[config.mk]
export PLATFORM = sky130hd
export DESIGN_NAME = axis_uart_arb
export DESIGN_NICKNAME = d
export VERILOG_FILES = /design/src/rtl/axis_uart_pkg.sv /design/src/rtl/rr_pick.sv /design/src/rtl/axis_uart_arb.sv
export SDC_FILE = /design/constraint.sdc
export NUM_CORES = 1
export LEC_CHECK = 0
export BUFFER_PORTS_ARGS = -buffer_cell sky130_fd_sc_hd__buf_4
export CELL_PAD_IN_SITES_DETAIL_PLACEMENT = 0
export CELL_PAD_IN_SITES_GLOBAL_PLACEMENT = 1
export CORE_ASPECT_RATIO = 0.7
export CORE_MARGIN = 2
export CORE_UTILIZATION = 44
export CTS_BUF_LIST = sky130_fd_sc_hd__clkbuf_16
export DETAILED_ROUTE_END_ITERATION = 6
export HOLD_SLACK_MARGIN = 0.08
export PLACE_DENSITY_LB_ADDON = 0.1
export SYNTH_ARGS = -nofsm -noshare
export SYNTH_HDL_FRONTEND = slang
export SYNTH_HIERARCHICAL = 1
export SYNTH_SLANG_ARGS = --single-unit
[constraint.sdc]
create_clock -name clk -period 3.8 [get_ports clk]
set_input_delay 0.57 -clock clk [delete_from_list [all_inputs] [get_ports clk]]
set_output_delay 0.57 -clock clk [all_outputs]
set_load 0.01 [all_outputs]
[src/rtl/axis_uart_pkg.sv]
// Shared definitions for the UART transmit-path source arbiter.
//   arb_state_e : arbiter FSM states
//   HDR_TAG     : upper nibble of the per-packet source-tag header byte
//   TERM_BYTE   : byte that closes a frame aborted by idle timeout
//   BAUD_DIV    : system clocks per UART bit
package axis_uart_pkg;

  typedef enum logic [1:0] {
    IDLE,
    DATA,
    ABORT
  } arb_state_e;

  localparam logic [3:0]  HDR_TAG   = 4'hA;
  localparam logic [7:0]  TERM_BYTE = 8'h00;
  localparam int unsigned BAUD_DIV  = 434;

endpackage

[src/rtl/rr_pick.sv]
// Rotating-priority encoder. The first requester strictly after ptr_i
// (wrapping through N-1 back to 0) wins.
//   req_i : request vector
//   ptr_i : index of the most recent winner
//   gnt_o : one-hot winner, zero when nothing requests
//   idx_o : binary index of the winner
//   any_o : at least one request present
module rr_pick #(
  parameter int unsigned N = 4
) (
  input  logic [N-1:0] req_i,
  input  logic [3:0]   ptr_i,
  output logic [N-1:0] gnt_o,
  output logic [3:0]   idx_o,
  output logic         any_o
);

  always_comb begin
    gnt_o = '0;
    idx_o = '0;
    any_o = 1'b0;
    // Pass one covers indices above the pointer, pass two wraps to the rest.
    for (int unsigned j = 0; j < N; j++) begin
      if (!any_o && req_i[j] && (j > int'(ptr_i))) begin
        any_o    = 1'b1;
        gnt_o[j] = 1'b1;
        idx_o    = 4'(j);
      end
    end
    for (int unsigned j = 0; j < N; j++) begin
      if (!any_o && req_i[j] && (j <= int'(ptr_i))) begin
        any_o    = 1'b1;
        gnt_o[j] = 1'b1;
        idx_o    = 4'(j);
      end
    end
  end

endmodule

[src/rtl/axis_uart_arb.sv]
// Packet-granular round-robin arbiter feeding the UART TX FIFO.
// Each packet is prefixed with a {HDR_TAG, src} header byte; a stalled owner
// is released after TIMEOUT_CYC idle cycles and its frame closed with TERM_BYTE.
//   clk, rst            : clock, asynchronous active-low reset
//   s_axis_*            : N_SRC byte-stream sources (source i at data[8i+7:8i])
//   axis_*/m_axis_ready : registered master stream toward the UART FIFO
//   grant               : one-hot current owner, zero when idle
//   abort/abort_src     : one-cycle pulse and source index on timeout close
module axis_uart_arb
  import axis_uart_pkg::*;
#(
  parameter int unsigned N_SRC       = 4,
  parameter int unsigned TIMEOUT_CYC = 10 * BAUD_DIV
) (
  input  logic               clk,
  input  logic               rst,
  input  logic [8*N_SRC-1:0] s_axis_data,
  input  logic [N_SRC-1:0]   s_axis_valid,
  input  logic [N_SRC-1:0]   s_axis_last,
  output logic [N_SRC-1:0]   s_axis_ready,
  output logic [7:0]         axis_data,
  output logic               axis_valid,
  output logic               axis_last,
  input  logic               m_axis_ready,
  output logic [N_SRC-1:0]   grant,
  output logic               abort,
  output logic [3:0]         abort_src
);

  localparam int unsigned CW = $clog2(TIMEOUT_CYC + 1);

  arb_state_e         state_q, state_d;
  logic [N_SRC-1:0]   grant_q, grant_d;
  logic [3:0]         gidx_q, gidx_d;
  logic [3:0]         rr_ptr_q, rr_ptr_d;
  logic [CW-1:0]      cnt_q, cnt_d;
  logic [7:0]         data_q, data_d;
  logic               valid_q, valid_d;
  logic               last_q, last_d;
  logic               abort_q, abort_d;
  logic [3:0]         abort_src_q, abort_src_d;

  logic [N_SRC-1:0]   pick_gnt;
  logic [3:0]         pick_idx;
  logic               pick_any;
  logic               free;
  logic               cur_valid;
  logic               cur_last;
  logic [7:0]         cur_data;
  logic               timed_out;

  rr_pick #(.N(N_SRC)) u_pick (
    .req_i (s_axis_valid),
    .ptr_i (rr_ptr_q),
    .gnt_o (pick_gnt),
    .idx_o (pick_idx),
    .any_o (pick_any)
  );

  assign free      = !valid_q || m_axis_ready;
  assign cur_valid = |(s_axis_valid & grant_q);
  assign cur_last  = |(s_axis_last & grant_q);
  assign timed_out = (cnt_q == CW'(TIMEOUT_CYC));

  always_comb begin
    cur_data = '0;
    for (int unsigned j = 0; j < N_SRC; j++) begin
      if (gidx_q == 4'(j)) cur_data = s_axis_data[8*j +: 8];
    end
  end

  always_comb begin
    state_d      = state_q;
    grant_d      = grant_q;
    gidx_d       = gidx_q;
    rr_ptr_d     = rr_ptr_q;
    cnt_d        = cnt_q;
    data_d       = data_q;
    last_d       = last_q;
    abort_d      = 1'b0;
    abort_src_d  = abort_src_q;
    s_axis_ready = '0;
    // A free out-reg drains unless one of the branches below reloads it.
    valid_d      = free ? 1'b0 : valid_q;

    unique case (state_q)
      IDLE: begin
        if (pick_any && free) begin
          state_d = DATA;
          grant_d = pick_gnt;
          gidx_d  = pick_idx;
          data_d  = {HDR_TAG, pick_idx};
          last_d  = 1'b0;
          valid_d = 1'b1;
          cnt_d   = '0;
        end
      end
      DATA: begin
        // Timeout wins over a beat arriving on the same cycle: ready stays low.
        if (timed_out) begin
          state_d = ABORT;
          grant_d = '0;
        end else begin
          s_axis_ready = grant_q & {N_SRC{free}};
          if (cur_valid) begin
            // Valid but stalled is backpressure; the counter holds.
            if (free) begin
              data_d  = cur_data;
              last_d  = cur_last;
              valid_d = 1'b1;
              cnt_d   = '0;
              if (cur_last) begin
                rr_ptr_d = gidx_q;
                grant_d  = '0;
                state_d  = IDLE;
              end
            end
          end else begin
            cnt_d = cnt_q + CW'(1);
          end
        end
      end
      ABORT: begin
        if (free) begin
          data_d      = TERM_BYTE;
          last_d      = 1'b1;
          valid_d     = 1'b1;
          abort_d     = 1'b1;
          abort_src_d = gidx_q;
          rr_ptr_d    = gidx_q;
          state_d     = IDLE;
        end
      end
      default: state_d = IDLE;
    endcase
  end

  always_ff @(posedge clk or negedge rst) begin
    if (!rst) begin
      state_q     <= IDLE;
      grant_q     <= '0;
      gidx_q      <= '0;
      rr_ptr_q    <= 4'(N_SRC - 1);
      cnt_q       <= '0;
      data_q      <= '0;
      valid_q     <= 1'b0;
      last_q      <= 1'b0;
      abort_q     <= 1'b0;
      abort_src_q <= '0;
    end else begin
      state_q     <= state_d;
      grant_q     <= grant_d;
      gidx_q      <= gidx_d;
      rr_ptr_q    <= rr_ptr_d;
      cnt_q       <= cnt_d;
      data_q      <= data_d;
      valid_q     <= valid_d;
      last_q      <= last_d;
      abort_q     <= abort_d;
      abort_src_q <= abort_src_d;
    end
  end

  assign axis_data  = data_q;
  assign axis_valid = valid_q;
  assign axis_last  = last_q;
  assign grant      = grant_q;
  assign abort      = abort_q;
  assign abort_src  = abort_src_q;

endmodule

==> run_results.csv <==
group,metric,value,unit
worst_setup_path,r2r_slack,1.22,ns
drt,drc,0,
pwr,seqPwrFrac,33.2,%
pwr,leakagePower,0.00157,uW
grt,grt_pass1_vias,2131,
timing,worst_pin_slew,0.857,ns
worst_setup_path,r2r_end,"axis_data[6]$_DFFE_PN0P_",
timing,relSlewSlack,42.8,%
placed_design,io_buffers,65,
yosys,synth_top_cell_by_area,"dfrtp_1",
worst_setup_path,cp_slowest_cell,"or4_4",
timing,setup_viol,0,
floorplanning,die_h,69.8,um
clocking,clock_latency,0.28,ns
drt,drt_iter0_drc,144,
floorplanning,io_pins,66,
pwr,sw_frac_of_total,39.3,%
yosys,synth_top_area_share,36.7,%
yosys,ys.flop_type,"dfrtp_1",
clocking,cts_sinks,42,
clocking,clk_pin_slew,0.06,ns
clocking,cts_root_buf,"clkbuf_16",
timing,fin_crit_sh,73.7,%
floorplanning,start_util,46.6,%
pwr,p_int,1380,uW
pwr,ir_worst_vdd,296,uV
timing,tns,0,ns
pwr,power_density,671,mW/mm^2
grt,grt_max_degree,43,
timing,finClkSkew,0.00899,ns
pwr,power_frac_clock,20.7,%
cells_and_area,drive_gt1_share,36.0,%
yosys,synth.area.top_cells,"dfrtp_1 (37%), mux2_2 (12%), mux2i_1 (4.4%)",
drt,drt_wl_total,6680,um
worst_setup_path,critPathCaptureType,"output pin",
clocking,post_cts_buffers,0,
worst_setup_path,crit_path_end,"s_axis_ready[0]",
drt,dr.pass1.iters,4,
clocking,postCtsHoldBufs,0,
grt,grt_pass1_wl,11300,um
yosys,syn_area_per_cell,10.1,um^2
drt,num_vias,2281,
worst_setup_path,path_class,"reg -> out",
worst_setup_path,critPathLaunchType,"flip-flop",
timing,fmax,357,MHz
worst_setup_path,cp_cell_sequence,"or4_4 -> o31ai_1 -> nor2_1 -> and2_1 -> buf_4",
worst_setup_path,reg2regPathDepth,7,
hold_path,hold_path_class,"in -> async",
pwr,switching_power,896,uW
clocking,cts-buffers-inserted,5,
worst_setup_path,cp.arrival,2.23,ns
yosys,synth_edf_count,0,
clocking,h-tree-depth,2,
grt,grt_use_total,20.3,%
timing,slew_viol_final,0,
placed_design,place_inst,398,
yosys,netlist-cell-type-count,51,
grt,gr-total-overflow,0,
clocking,cts.repair.resized,0,
yosys,synth_most_common_cell,"dfrtp_1",
placed_design,dpl_cell_area,0.00324,mm^2
yosys,synth.cell_area,0.00272,mm^2
clocking,cts_buffer_depth,2,
timing,grt_setup_unrepaired,"false",
floorplanning,core_area,0.00584,mm^2
yosys,syn_inst,269,
drt,vias_per_cell,5.62,
cells_and_area,final_area,0.00340,mm^2
run,drv_cap,0,
grt,grt_antenna_before_repair,0,
placed_design,place_congestion,0.849,
worst_setup_path,startpoint,"cnt_q[9]$_DFFE_PN0P_",
placed_design,pre_cts_slack,1.28,ns
drt,drt.antenna.violating_nets,0,
timing,hold_viol_final,0,
yosys,ys_seq_area_share,38.7,%
worst_setup_path,reg2reg_from,"state_q[1]$_DFFE_PN0P_",
timing,setup_slack,1.00,ns
cells_and_area,n_antenna_cell,0,
yosys,synth_common_cells,"dfrtp_1 (40), mux2_2 (28), o21ai_0 (20)",
cells_and_area,fin_cells,406,
clocking,cts_tree,"built",
floorplanning,die_w,98.0,um
cells_and_area,area_growth,24.8,%
worst_setup_path,cp_max_fo,6,
floorplanning,rows,23,
yosys,synth_warnings,6,
yosys,synth-seq-cells,42,
cells_and_area,nNetsFinal,381,
drt,wire_per_inst,16.4,um
timing,fin_crit,2.80,ns
worst_setup_path,max_stage_delay,0.57,ns
pwr,combPwrFrac,46.1,%
floorplanning,die-area,0.00685,mm^2
timing,timing.hold.ws,0.276,ns
outcome,outcome,"finished, final reports clean",
yosys,async_reset_ff_share,100,%
placed_design,dp_hpwl,5000,um
worst_setup_path,crit_required,3.23,ns
[flip-flops by register name, summed over array words and instances (netlist names)]
signal,flops
grant,4
axis_valid,1
abort,1
rr_ptr_q,4
abort_src,4
cnt_q,13
state_q,2
axis_data,8
axis_last,1
gidx_q,4
[routing by layer]
metal  track usage [%]  wire (um)
met1              33.2       3580
met2              28.0       2720
met3              4.03        351
met4              2.31         21
met5                 0          0
[cell usage in the layout (no fill, tap or decap), types with 3 or more instances in the layout]
master | netlist | final
a31oi_1 | 4 | 4
mux2_2 | 28 | 28
nor2_1 | 10 | 10
a22oi_1 | 4 | 4
and3_1 | 4 | 4
a211oi_1 | 4 | 4
clkbuf_16 | 0 | 5
ha_1 | 8 | 8
mux2i_1 | 12 | 12
buf_4 | 3 | 65
nand3_1 | 9 | 9
o21ai_0 | 20 | 20
inv_1 | 14 | 16
and2_1 | 5 | 5
nor3_1 | 3 | 3
o21ai_2 | 3 | 3
o21ai_1 | 3 | 3
o2111ai_1 | 4 | 4
nor2b_1 | 9 | 9
nand2_1 | 17 | 17
a21oi_1 | 9 | 9
dfrtp_1 | 40 | 40
nand2b_1 | 5 | 5
o2bb2ai_1 | 4 | 4
o31ai_2 | 7 | 7
[worst max-delay path: cells and delay by family (launching register included)]
| kind | cells | cell delay [ns] |
|---|---|---|
| simple gates | 3 | 0.94 |
| compound gates | 1 | 0.43 |
| buf+inv | 1 | 0.14 |
| flops | 1 | 0.45 |
[final cells by class]
| cell class | instances | area (um^2) |
|---|---|---|
| multi-input combinational | 202 | 1550 |
| clock buffer | 5 | 125 |
| timing repair buffer | 65 | 488 |
| fill | 517 | 2440 |
| sequential | 42 | 1050 |
| tap | 75 | 93.8 |
| clock inverter | 3 | 37.5 |
| inverter | 14 | 52.6 |
[metrics by stage]
stage | utilization (%) | power [uW]
floorplan | - | 1500
global placement | 55.4 | 1800
detailed placement | 55.4 | 1810
CTS | 58.2 | 2290
global route | 58.2 | 2450
finish | 58.2 | 2280
[cell families after synthesis]
kind of cell	count (synthesis)	share of synthesized area (%)
adder cells (fa/ha/maj)	8	3.67
AND/OR/NAND/NOR	79	17.2
buffers and inverters	26	4.64
AO/OA/AOI/OAI	73	19.7
other	1	0.138
flip-flops	42	38.7
multiplexers	40	16.0
[how the worst min path moves through the flow]
stage / to / slack, ns / cells past startpoint
after floorplan: abort$_DFF_PN0_ / 0.27 / 0
after global routing: axis_data[5]$_DFFE_PN0P_ / 0.32 / 1
after global placement: abort_src[0]$_DFFE_PN0P_ / 0.49 / 1
final: state_q[1]$_DFFE_PN0P_ / 0.28 / 1
after CTS: state_q[1]$_DFFE_PN0P_ / 0.30 / 1
after detailed placement: abort_src[0]$_DFFE_PN0P_ / 0.50 / 1
[power by group through the flow]
stage | registers (uW) | clock network, uW | logic (uW)
floorplan | 704 | 0 | 792
global placement | 761 | 0 | 1030
detailed placement | 765 | 0 | 1040
CTS | 758 | 483 | 1050
global route | 787 | 501 | 1160
finish | 757 | 473 | 1050
(Power assumes the default switching activity.)
